===== src/rtl/sauria_cfg_regbank_pkg.sv =====
// Shared types, section constants and helpers for the SAURIA config register bank.
package sauria_cfg_pkg;

    typedef enum logic [1:0] {IDLE, PENDING, COMMIT, RUN} cfg_state_t;

    localparam int SEC_CON = 0;
    localparam int SEC_ACT = 1;
    localparam int SEC_WEI = 2;
    localparam int SEC_OUT = 3;

    localparam int DEF_N_SEC = 4;
    localparam int DEF_REG_W = 32;

    localparam int CON_BITS = 256;
    localparam int ACT_BITS = 256;
    localparam int WEI_BITS = 256;
    localparam int OUT_BITS = 256;

    function automatic int ceil_div(input int a, input int b);
        return (a + b - 1) / b;
    endfunction

    // index 0 (CON) sits in the least significant word
    localparam logic [DEF_N_SEC-1:0][31:0] DEF_SEC_REGS = {
        32'(ceil_div(OUT_BITS, DEF_REG_W)),
        32'(ceil_div(WEI_BITS, DEF_REG_W)),
        32'(ceil_div(ACT_BITS, DEF_REG_W)),
        32'(ceil_div(CON_BITS, DEF_REG_W))
    };

    localparam int PAR_W = 64;

    function automatic logic even_par(input logic [PAR_W-1:0] d);
        return ^d;
    endfunction

endpackage


===== src/rtl/sauria_cfg_regbank_if.sv =====
// Config-bus and core-control signals between the CDC side and the register bank.
interface sauria_cfg_regbank_if #(
    parameter int ADDR_W = 6,
    parameter int REG_W  = 32
);
    logic              i_cfg_req;
    logic              i_cfg_we;
    logic [ADDR_W-1:0] i_cfg_addr;
    logic [REG_W-1:0]  i_cfg_wdata;
    logic              o_cfg_gnt;
    logic              o_cfg_rvalid;
    logic [REG_W-1:0]  o_cfg_rdata;
    logic              o_cfg_err;
    logic              i_start;
    logic              i_core_idle;
    logic              i_core_done;
    logic              o_core_start;
    logic              o_busy;

    modport master (
        output i_cfg_req, i_cfg_we, i_cfg_addr, i_cfg_wdata,
        output i_start, i_core_idle, i_core_done,
        input  o_cfg_gnt, o_cfg_rvalid, o_cfg_rdata, o_cfg_err,
        input  o_core_start, o_busy
    );

    modport slave (
        input  i_cfg_req, i_cfg_we, i_cfg_addr, i_cfg_wdata,
        input  i_start, i_core_idle, i_core_done,
        output o_cfg_gnt, o_cfg_rvalid, o_cfg_rdata, o_cfg_err,
        output o_core_start, o_busy
    );
endinterface


===== src/rtl/sauria_cfg_reg_pair.sv =====
// One shadow/active register pair; SAURIA_CFG_PARITY_EN adds a stored even-parity bit.
module sauria_cfg_reg_pair
    import sauria_cfg_pkg::*;
#(
    parameter int REG_W = 32
) (
    input  logic             clk,
    input  logic             rst,
    input  logic             we,
    input  logic             commit,
    input  logic [REG_W-1:0] wdata,
`ifdef SAURIA_CFG_PARITY_EN
    input  logic             par_inject,
`endif
    output logic [REG_W-1:0] shadow,
    output logic [REG_W-1:0] active,
    output logic             shadow_perr,
    output logic             active_perr
);

    always_ff @(posedge clk or posedge rst) begin
        if (rst) begin
            shadow <= '0;
            active <= '0;
        end else begin
            if (we)
                shadow <= wdata;
            if (commit)
                active <= shadow;
        end
    end

`ifdef SAURIA_CFG_PARITY_EN
    logic sh_par;
    logic ac_par;

    always_ff @(posedge clk or posedge rst) begin
        if (rst) begin
            sh_par <= 1'b0;
            ac_par <= 1'b0;
        end else begin
            if (we)
                sh_par <= even_par(PAR_W'(wdata)) ^ par_inject;
            if (commit)
                ac_par <= sh_par;
        end
    end

    assign shadow_perr = even_par(PAR_W'(shadow)) != sh_par;
    assign active_perr = even_par(PAR_W'(active)) != ac_par;
`else
    assign shadow_perr = 1'b0;
    assign active_perr = 1'b0;
`endif

endmodule


===== src/rtl/sauria_cfg_regbank.sv =====
// Double-buffered SAURIA configuration bank: shadow writes, commit-on-idle, active fan-out.
// Optional parity storage and check under SAURIA_CFG_PARITY_EN.
module sauria_cfg_regbank
    import sauria_cfg_pkg::*;
#(
    parameter int REG_W     = 32,
    parameter int N_SEC     = 4,
    parameter int MAX_REGS  = 8,
    parameter logic [N_SEC-1:0][31:0] SEC_REGS = DEF_SEC_REGS,
    parameter int SEC_W     = $clog2(N_SEC),
    parameter int REG_IDX_W = $clog2(MAX_REGS),
    parameter int ADDR_W    = 1 + SEC_W + REG_IDX_W
) (
    input  logic i_clk,
    input  logic i_rst,
`ifdef SAURIA_CFG_PARITY_EN
    input  logic i_par_inject,
`endif
    sauria_cfg_regbank_if.slave cfg,
    output logic [N_SEC*MAX_REGS*REG_W-1:0] o_active_cfg
);

    localparam int N_SLOT = N_SEC * MAX_REGS;
    localparam int SLOT_W = (N_SLOT > 1) ? $clog2(N_SLOT) : 1;

    cfg_state_t state;
    cfg_state_t state_nx;

    logic                 bank;
    logic [SEC_W-1:0]     sec;
    logic [REG_IDX_W-1:0] idx;
    logic                 in_range;
    logic [SLOT_W-1:0]    slot;

    logic gnt;
    logic stall;
    logic wr;
    logic rd;
    logic wr_err;
    logic sh_we;
    logic commit;

    logic [REG_W-1:0]  shadow_q [N_SLOT];
    logic [REG_W-1:0]  active_q [N_SLOT];
    logic [N_SLOT-1:0] shadow_perr;
    logic [N_SLOT-1:0] active_perr;

    logic [REG_W-1:0] rd_val;
    logic             perr;

    logic             rvalid;
    logic [REG_W-1:0] rdata;
    logic             rd_err;
    logic             core_start;

    assign bank = cfg.i_cfg_addr[ADDR_W-1];
    assign sec  = cfg.i_cfg_addr[REG_IDX_W +: SEC_W];
    assign idx  = cfg.i_cfg_addr[REG_IDX_W-1:0];

    always_comb begin
        in_range = 1'b0;
        slot     = '0;
        if (int'(sec) < N_SEC) begin
            if (int'(idx) < int'(SEC_REGS[sec])) begin
                in_range = 1'b1;
                slot     = SLOT_W'(int'(sec) * MAX_REGS + int'(idx));
            end
        end
    end

    // only shadow writes collide with the copy; reads and active-bank writes proceed
    assign stall  = (state == COMMIT) && cfg.i_cfg_we && !bank;
    assign gnt    = cfg.i_cfg_req && !stall;
    assign wr     = gnt && cfg.i_cfg_we;
    assign rd     = gnt && !cfg.i_cfg_we;
    assign wr_err = wr && (bank || !in_range);
    assign sh_we  = wr && !bank && in_range;
    assign commit = (state == COMMIT);

    for (genvar s = 0; s < N_SEC; s++) begin : g_sec
        for (genvar r = 0; r < MAX_REGS; r++) begin : g_reg
            localparam int K = s * MAX_REGS + r;
            if (r < int'(SEC_REGS[s])) begin : g_used
                sauria_cfg_reg_pair #(
                    .REG_W (REG_W)
                ) u_pair (
                    .clk         (i_clk),
                    .rst         (i_rst),
                    .we          (sh_we && (slot == SLOT_W'(K))),
                    .commit      (commit),
                    .wdata       (cfg.i_cfg_wdata),
`ifdef SAURIA_CFG_PARITY_EN
                    .par_inject  (i_par_inject),
`endif
                    .shadow      (shadow_q[K]),
                    .active      (active_q[K]),
                    .shadow_perr (shadow_perr[K]),
                    .active_perr (active_perr[K])
                );
            end else begin : g_unused
                assign shadow_q[K]    = '0;
                assign active_q[K]    = '0;
                assign shadow_perr[K] = 1'b0;
                assign active_perr[K] = 1'b0;
            end
            assign o_active_cfg[K*REG_W +: REG_W] = active_q[K];
        end
    end

    assign rd_val = bank ? active_q[slot] : shadow_q[slot];
    assign perr   = bank ? active_perr[slot] : shadow_perr[slot];

    always_ff @(posedge i_clk or posedge i_rst) begin
        if (i_rst) begin
            rvalid <= 1'b0;
            rdata  <= '0;
            rd_err <= 1'b0;
        end else begin
            rvalid <= rd;
            if (rd) begin
                rdata  <= in_range ? rd_val : '0;
                rd_err <= !in_range || perr;
            end
        end
    end

    always_ff @(posedge i_clk or posedge i_rst) begin
        if (i_rst) begin
            state      <= IDLE;
            core_start <= 1'b0;
        end else begin
            state      <= state_nx;
            core_start <= (state == COMMIT);
        end
    end

    always_comb begin
        state_nx = state;
        unique case (state)
            IDLE:    if (cfg.i_start)     state_nx = PENDING;
            PENDING: if (cfg.i_core_idle) state_nx = COMMIT;
            COMMIT:                       state_nx = RUN;
            RUN:     if (cfg.i_core_done) state_nx = IDLE;
            default:                      state_nx = IDLE;
        endcase
    end

    assign cfg.o_cfg_gnt    = gnt;
    assign cfg.o_cfg_rvalid = rvalid;
    assign cfg.o_cfg_rdata  = rdata;
    assign cfg.o_cfg_err    = wr_err || (rvalid && rd_err);
    assign cfg.o_core_start = core_start;
    assign cfg.o_busy       = (state != IDLE);

endmodule


===== src/flat_wrapper.sv =====
// flat-port wrapper written by rule: the top's interface ports become plain ports
module sauria_cfg_regbank_flat import sauria_cfg_pkg::*;
#(
    parameter int REG_W     = 32,
    parameter int N_SEC     = 4,
    parameter int MAX_REGS  = 8,
    parameter logic [N_SEC-1:0][31:0] SEC_REGS = DEF_SEC_REGS,
    parameter int SEC_W     = $clog2(N_SEC),
    parameter int REG_IDX_W = $clog2(MAX_REGS),
    parameter int ADDR_W    = 1 + SEC_W + REG_IDX_W
)
  (i_clk, i_rst, o_active_cfg, cfg_i_cfg_req, cfg_i_cfg_we, cfg_i_cfg_addr, cfg_i_cfg_wdata, cfg_i_start, cfg_i_core_idle, cfg_i_core_done, cfg_o_cfg_gnt, cfg_o_cfg_rvalid, cfg_o_cfg_rdata, cfg_o_cfg_err, cfg_o_core_start, cfg_o_busy);
  sauria_cfg_regbank_if #(.ADDR_W(ADDR_W), .REG_W(REG_W)) cfg_i ();
  input  logic i_clk;
  input  logic i_rst;
  output logic [N_SEC*MAX_REGS*REG_W-1:0] o_active_cfg;
  input wire logic [$bits(cfg_i.i_cfg_req)-1:0] cfg_i_cfg_req;
  input wire logic [$bits(cfg_i.i_cfg_we)-1:0] cfg_i_cfg_we;
  input wire logic [$bits(cfg_i.i_cfg_addr)-1:0] cfg_i_cfg_addr;
  input wire logic [$bits(cfg_i.i_cfg_wdata)-1:0] cfg_i_cfg_wdata;
  input wire logic [$bits(cfg_i.i_start)-1:0] cfg_i_start;
  input wire logic [$bits(cfg_i.i_core_idle)-1:0] cfg_i_core_idle;
  input wire logic [$bits(cfg_i.i_core_done)-1:0] cfg_i_core_done;
  output wire logic [$bits(cfg_i.o_cfg_gnt)-1:0] cfg_o_cfg_gnt;
  output wire logic [$bits(cfg_i.o_cfg_rvalid)-1:0] cfg_o_cfg_rvalid;
  output wire logic [$bits(cfg_i.o_cfg_rdata)-1:0] cfg_o_cfg_rdata;
  output wire logic [$bits(cfg_i.o_cfg_err)-1:0] cfg_o_cfg_err;
  output wire logic [$bits(cfg_i.o_core_start)-1:0] cfg_o_core_start;
  output wire logic [$bits(cfg_i.o_busy)-1:0] cfg_o_busy;
  assign cfg_i.i_cfg_req = cfg_i_cfg_req;
  assign cfg_i.i_cfg_we = cfg_i_cfg_we;
  assign cfg_i.i_cfg_addr = cfg_i_cfg_addr;
  assign cfg_i.i_cfg_wdata = cfg_i_cfg_wdata;
  assign cfg_i.i_start = cfg_i_start;
  assign cfg_i.i_core_idle = cfg_i_core_idle;
  assign cfg_i.i_core_done = cfg_i_core_done;
  assign cfg_o_cfg_gnt = cfg_i.o_cfg_gnt;
  assign cfg_o_cfg_rvalid = cfg_i.o_cfg_rvalid;
  assign cfg_o_cfg_rdata = cfg_i.o_cfg_rdata;
  assign cfg_o_cfg_err = cfg_i.o_cfg_err;
  assign cfg_o_core_start = cfg_i.o_core_start;
  assign cfg_o_busy = cfg_i.o_busy;
  sauria_cfg_regbank #(.REG_W(REG_W), .N_SEC(N_SEC), .MAX_REGS(MAX_REGS), .SEC_REGS(SEC_REGS), .SEC_W(SEC_W), .REG_IDX_W(REG_IDX_W), .ADDR_W(ADDR_W)) u_core (.i_clk(i_clk), .i_rst(i_rst), .cfg(cfg_i), .o_active_cfg(o_active_cfg));
endmodule

===== config.mk =====
export PLATFORM = sky130hd
export DESIGN_NAME = sauria_cfg_regbank_flat
export DESIGN_NICKNAME = d
export VERILOG_FILES = /design/src/rtl/sauria_cfg_regbank_pkg.sv /design/src/rtl/sauria_cfg_regbank_if.sv /design/src/rtl/sauria_cfg_reg_pair.sv /design/src/rtl/sauria_cfg_regbank.sv /design/src/flat_wrapper.sv
export SDC_FILE = /design/constraint.sdc
export NUM_CORES = 2
export LEC_CHECK = 0
export BUFFER_PORTS_ARGS = -buffer_cell sky130_fd_sc_hd__buf_2
export CAP_MARGIN = 20
export CORE_ASPECT_RATIO = 0.8
export CORE_MARGIN = 10
export CORE_UTILIZATION = 25
export DETAILED_ROUTE_END_ITERATION = 6
export GPL_TIMING_DRIVEN = 0
export SLEW_MARGIN = 10
export SYNTH_ARGS = -nofsm -noshare
export SYNTH_HDL_FRONTEND = slang
export SYNTH_SLANG_ARGS = --single-unit

===== constraint.sdc =====
create_clock -name i_clk -period 160.8 [get_ports i_clk]
set_input_delay 0 -clock i_clk [delete_from_list [all_inputs] [get_ports i_clk]]
set_output_delay 0 -clock i_clk [all_outputs]
set_load 0.01 [all_outputs]

; ---- After elaboration in Yosys (flattened, before gate mapping)
; Memories as Yosys holds them, arrays and structs flattened.
; Cells that the tools add are included.
[word_totals]
ff_bits = 2085
rom_bits = 32
output_inout_bits = 1061
memories = 1
[mem_list]
columns = name, depth, width, rd, rd_ports_with_merged_regs, write_ports, line_no
row1 = (no name shown), 32, 1, 1, 0, 0, sauria_cfg_regbank.sv:111  ; assign perr = bank ? active_perr[slot] : shadow_perr[slot];
[op_classes]
addsub = 1
n_lt_le_gt_ge = 4
n_eq_ne = 37
n_mux = 17
n_bitwise = 1
n_reduce_logical = 52
[op_table]
columns = operator, count
row1 = 32-bit binary-select mux with 5-bit select, 2
row2 = 32-bit two-way mux, 7
row3 = 5-bit equality test (second input constant), 16
row4 = 32-bit binary-select mux with 2-bit select, 1
row5 = 1-bit logical AND, 41
row6 = 5-bit by 4-bit equality test with 1-bit output (second input constant), 8
row7 = 4-bit by 32-bit less-than comparator with 1-bit output, 1
row8 = 5-bit by 3-bit equality test with 1-bit output (second input constant), 4
row9 = 5-bit by 2-bit equality test with 1-bit output (second input constant), 2
row10 = 2-bit one-hot mux with 4 select lines, 1
row11 = 6-bit greater-or-equal comparator (second input constant), 1
row12 = 5-bit by 6-bit less-than comparator with 1-bit output (second input constant), 1
row13 = 2-bit two-way mux, 3
row14 = 2-bit inequality test (second input constant), 3
row15 = 5-bit NOT with 6-bit output, 1
row16 = 5-bit by 3-bit adder with 5-bit output, 1
row17 = 5-bit by 1-bit equality test with 1-bit output (second input constant), 1
row18 = 5-bit logical NOT, 1
row19 = 5-bit two-way mux, 1
row20 = 2-bit equality test (second input constant), 2
row21 = 1-bit logical NOT, 4
row22 = 1-bit logical OR, 3
row23 = 2-bit by 3-bit less-than comparator with 1-bit output (second input constant), 1
row24 = 3-bit AND reduction, 1
row25 = other kinds (4), 5

; ---- Logic depth before layout (Yosys ltp)
[logic_depth]
depth_word = 10
depth_mapped = 10

; ---- Modules after synthesis
; Synthesis repeated with hierarchy kept, for this count alone.
[hier_totals]
hier_cells = 6100
area_unflattened_um2 = 105637.6
[modules_own_cells]
columns = module, n_inst, cells_per_inst, area_per_inst_um2, seq_area_each_um2
row1 = sauria_cfg_reg_pair, 32, 140, 2712.6, 1601.5
row2 = sauria_cfg_regbank, 1, 1620, 18834.3, 925.9

; ---- Worst setup path before layout
; OpenSTA, ideal clock, no wires.
[synth_path]
kind = reg-to-reg
from = reg u_core.state[0]
to = reg u_core.g_sec[1].g_reg[4].g_used.u_pair.shadow[0]
t_arrival_ns = 2.067
path_slack_ns = 158.608
stages_incl_launch_ff = 9
period_less_slack_ns = 2.192
path_cell_list = dfrtp_1 -> inv_1 -> ha_1 -> buf_2 -> nor3_1 -> nand2_1 -> nor2_1 -> buf_2 -> mux2_2
[synth_between]
elab_chain_len = 9
[synth_rtl]
columns = item, line_no
row1 = "start, declared", sauria_cfg_regbank.sv:26  ; cfg_state_t state;
row2 = "start signal, assigned", sauria_cfg_regbank.sv:132  ; state <= state_nx;
row3 = 2-bit equality test, n/a
row4 = via u_core.commit, sauria_cfg_regbank.sv:41  ; logic commit;
row5 = 1-bit logical AND (2 in series), sauria_cfg_regbank.sv:72  ; assign stall = (state == COMMIT) && cfg.i_cfg_we && !bank;
row6 = 1-bit logical NOT, sauria_cfg_regbank.sv:73  ; assign gnt = cfg.i_cfg_req && !stall;
row7 = 1-bit logical AND, sauria_cfg_regbank.sv:73
row8 = 1-bit logical AND, sauria_cfg_regbank.sv:74  ; assign wr = gnt && cfg.i_cfg_we;
row9 = 1-bit logical AND (2 in series), sauria_cfg_regbank.sv:77  ; assign sh_we = wr && !bank && in_range;
row10 = 1-bit logical AND, sauria_cfg_regbank.sv:89  ; .we (sh_we && (slot == SLOT_W'(K))),
row11 = "end signal, assigned", sauria_cfg_reg_pair.sv:27  ; shadow <= wdata;
row12 = "end, declared", sauria_cfg_reg_pair.sv:15  ; output logic [REG_W-1:0] shadow,
; The timed path passes the listed nets, and every way through them passes these cells.
; A chain may end at the register's enable or synchronous reset.

; ---- Worst setup path after layout
[layout_path]
from = reg u_core.state[0]
to = reg u_core.g_sec[0].g_reg[3].g_used.u_pair.shadow[23]
[layout_between]
elab_chain_len = 9
[layout_rtl]
columns = item, line_no
row1 = 2-bit equality test, n/a
row2 = via u_core.commit, sauria_cfg_regbank.sv:41
row3 = 1-bit logical AND (2 in series), sauria_cfg_regbank.sv:72
row4 = 1-bit logical NOT, sauria_cfg_regbank.sv:73
row5 = 1-bit logical AND, sauria_cfg_regbank.sv:73
row6 = 1-bit logical AND, sauria_cfg_regbank.sv:74
row7 = 1-bit logical AND (2 in series), sauria_cfg_regbank.sv:77
row8 = 1-bit logical AND, sauria_cfg_regbank.sv:89
row9 = "end signal, assigned", sauria_cfg_reg_pair.sv:27
row10 = "end, declared", sauria_cfg_reg_pair.sv:15
; The timed path passes the listed nets, and every way through them passes these cells.

==> metrics.csv <==
stage,metric,value,unit
sta,clk_skew,0.06664,ns
synthesis,ys async rst share,100.0,%
worst_setup_path,WP buf/inv,3,
cells_and_area,post-route insts no fill,12600,
worst_setup_path,worst r2r path cells,8,
global_routing,Total GRT Usage,26.95,%
clock_network,root buf cell,clkbuf_16,
worst_setup_path,crit path kind,reg2reg,
min_path,hold depth,3,
global_routing,largest net degree at the start of global routing,123,
synthesis,sequential fraction of the synthesis area,55.69,%
route,remaining antenna violation count,0,
sta,"Period Utilization, post-route",2.742,%
worst_setup_path,family with the most delay on the worst path,simple AND/OR/NAND/NOR gates,
floorplan,DIE AREA,0.3996,sq mm
synthesis,synthesis-stage register bit count,2084,
floorplan,# IOs,1106,
sta,setup TNS,0,ns
worst_setup_path,kind of end point of the critical path,register,
min_path,Tightest Hold Check Type,in2reg,
sta,Final Worst Setup Slack,156.39,ns
worst_setup_path,worst stage delay on the critical path,0.99,ns
clock_network,CTS tree,yes,
pwr,Max IR drop VDD,0.01166,mV
synthesis,Post-synth EDFFs,0,
route,DRT iter0 DRCs,8484,
route,DR WL/cell,44.67,um
clock_network,total CTS buffers,227,
worst_setup_path,slowest stage cell on the critical path,nor2_1,
floorplan,Die Y,567.4,um
route,DR vias,68490,
global_routing,vias in the first global route,69010,
place,# port buffers,1102,
place,RePlAce Congestion,0.9206,
route,final WL,562700,um
synthesis,Synth Cell Area,0.09364,sq mm
synthesis,Main synth FF type,dfrtp_1,
sta,Fin. Hold Viols,0,
route,Pre-antenna DRT Iters,6,
synthesis,Gate Count Post-Synth,5945,
clock_network,CTS max path bufs,4,
sta,RSZ-0062 raised after global routing,no,
cells_and_area,Final Util,31.14,%
cells_and_area,share of post-route cells with drive strength above 1,57.15,%
cells_and_area,fin nets,7474,
worst_setup_path,element type at the critical path start,register,
worst_setup_path,critical path peak fanout,10,
synthesis,Synth Area per Inst,15.75,sq um
sta,final setup fails,0,
floorplan,Rows,200,
global_routing,Overflow after GRT,0,
outcome,status,finished clean,
sta,fmax,226.8,MHz
run,max_cap viols,0,
global_routing,first-pass GRT wire length,715500,um
global_routing,initial antenna violation count,60,
synthesis,synth warn,0,
cells_and_area,P&R area growth vs syn,23.74,%
pwr,power per cell area,17.33,mW/mm^2
place,DP Area,0.1074,sq mm
clock_network,H-tree depth,4,
floorplan,Die Width,704.3,um
sta,crit path time final,4.409,ns
sta,pins over their slew limit,0,
clock_network,worst skew pair latency,0.97,ns
clock_network,post-CTS setup buffer count,0,
pwr,Leak,57.30,nW
worst_setup_path,worst path required time,161.55,ns
pwr,Pwr Total,2.008,mW
sta,Fin Hold WS,0.08277,ns
synthesis,syn nets,5994,
cells_and_area,cell area after layout,0.1159,sq mm
worst_setup_path,cell chain of the critical path,inv_1 > ha_1 > buf_2 > nor3_1 > nand2_1 > nor2_1 > buf_2 > mux2_2,
synthesis,unique cell type count in the Yosys netlist,42,
route,vias per std cell,5.437,
route,# DRC,0,
place,Placed Instances,12100,
floorplan,Starting Density,25.16,%
clock_network,clock sinks,2084,
place,hpwl dp,440000,um
clock_network,Clock transition at path regs,0.07,ns
sta,Slew @ Worst Pin,1.311,ns
worst_setup_path,CP dominant cell by count,buf_2,
worst_setup_path,Crit path depth,8,
worst_setup_path,CP arrival,5.16,ns
floorplan,CORE AREA,0.3721,sq mm
sta,Rel. slew slack,12.61,%
place,"worst slack, placed",156.20,ns
cells in the mapped netlist, types with 2 or more instances:
cell       instances  share of area (%)
o21ai_1           10              0.053
nand3b_1           3              0.024
mux2i_1          331                3.5
o22a_1            34               0.32
buf_4             36               0.29
mux4_2           384                9.2
o22ai_1           38               0.25
buf_1             41               0.16
and3_1             2              0.013
o221ai_1          33               0.31
nand2_1           84               0.34
o2111ai_1         34               0.32
mux2_1            32               0.38
a221o_1           10               0.11
clkbuf_1         287                1.2
buf_6             12               0.14
a221oi_1          33               0.31
ha_1               4              0.053
buf_2            139               0.74
a2111oi_0          5              0.047
nand2b_1           3              0.020
dfrtp_1         2084                 56
nor2b_1            2              0.013
inv_2              2             0.0080
o211ai_1          28               0.22
o221a_2           14               0.17
mux2_2          2069                 25
nor2_1            59               0.24
inv_1              9              0.036
a211o_1           32               0.30
a32oi_1           32               0.30
o21ai_0           49               0.26
power breakdown:
part	internal, mW	total [mW]	switching, mW
Sequential	0.640	0.756	0.116
Combinational	0.255	0.687	0.432
Clock	0.323	0.565	0.242
Total	1.22	2.01	0.790
registers in the layout (all words and copies together) (netlist names):
signal / cells
u_core.cfg.o_cfg_rvalid: 1
u_core.cfg.o_core_start: 1
u_core.state: 2
u_core.g_sec.g.g_used.u_pair.shadow: 1024
u_core.cfg.o_cfg_rdata: 32
u_core.g_sec.g.g_used.u_pair.active: 1024
cell type report:
| class | count | area [sq um] |
|---|---|---|
| antenna | 37 | 92.59 |
| buffer | 515 | 2472 |
| clock buffer | 324 | 6575 |
| clock inverter | 90 | 1315 |
| fill | 36760 | 256200 |
| inverter | 11 | 48.80 |
| multi-input combinational | 3335 | 39130 |
| sequential | 2084 | 52150 |
| tap | 4949 | 6192 |
| timing repair buffer | 1251 | 7888 |
worst paths after layout:
check / startpoint / slack [ns] / end
worst min register to register: register / 0.49 / register
worst max register to register: u_core.state[0] / 156.39 / register
max in group asynchronous: i_rst / 157.39 / u_core.g_sec[1].g_reg[4].g_used.u_pair.active[2]
worst max-delay path: u_core.state[0] / 156.39 / register
min in group asynchronous: i_rst / 0.22 / async pin
worst min-delay path: cfg_i_cfg_wdata[26] / 0.08 / register
cell families after synthesis:
kind of cell               Yosys count  synth area share [%]
and+or+nand+nor                    161                0.7002
buffers and inverters              526                 2.535
adders and majority gates            4               0.05345
muxes                             2816                 38.04
DFF                               2084                 55.69
AOI/OAI and AO/OA                  354                 2.980
tightest hold or removal path, delay by kind of cell:
| family | cells | cell delay [ns] |
|---|---|---|
| buffers and inverters | 2 | 0.75 |
| muxes | 1 | 0.20 |
cell usage in the layout, fill, tap and decap left out, types with 53 or more instances in the layout:
cell       synthesis  routed
buf_2            139    1257
clkbuf_1         287     237
clkbuf_16          0     227
clkbuf_2           0      93
clkbuf_8           0      53
dfrtp_1         2084    2084
mux2_2          2069    2069
mux2i_1          331     331
mux4_2           384     384
nand2_1           84      84
nor2_1            59      57
routing by layer:
metal  share of wire [%]  wire, um  global-route usage [%]  vias up
met1                  37    208300                   31.53    37150
met3                  11     62000                   10.31     1304
met4                  10     57270                   22.26       28
li1                    -         -                       -    25400
met5               0.047       266                  0.1532        -
met2                  42    234900                   39.06     4602
repair_timing:
| item | 4_1_cts | 5_1_grt |
|---|---|---|
| hold buffers | 43 | 0 |
| hold endpoints to repair | 1133 | 0 |
| gates resized for setup | 0 | 0 |
No activity file was read; power rests on OpenSTA's default activity.
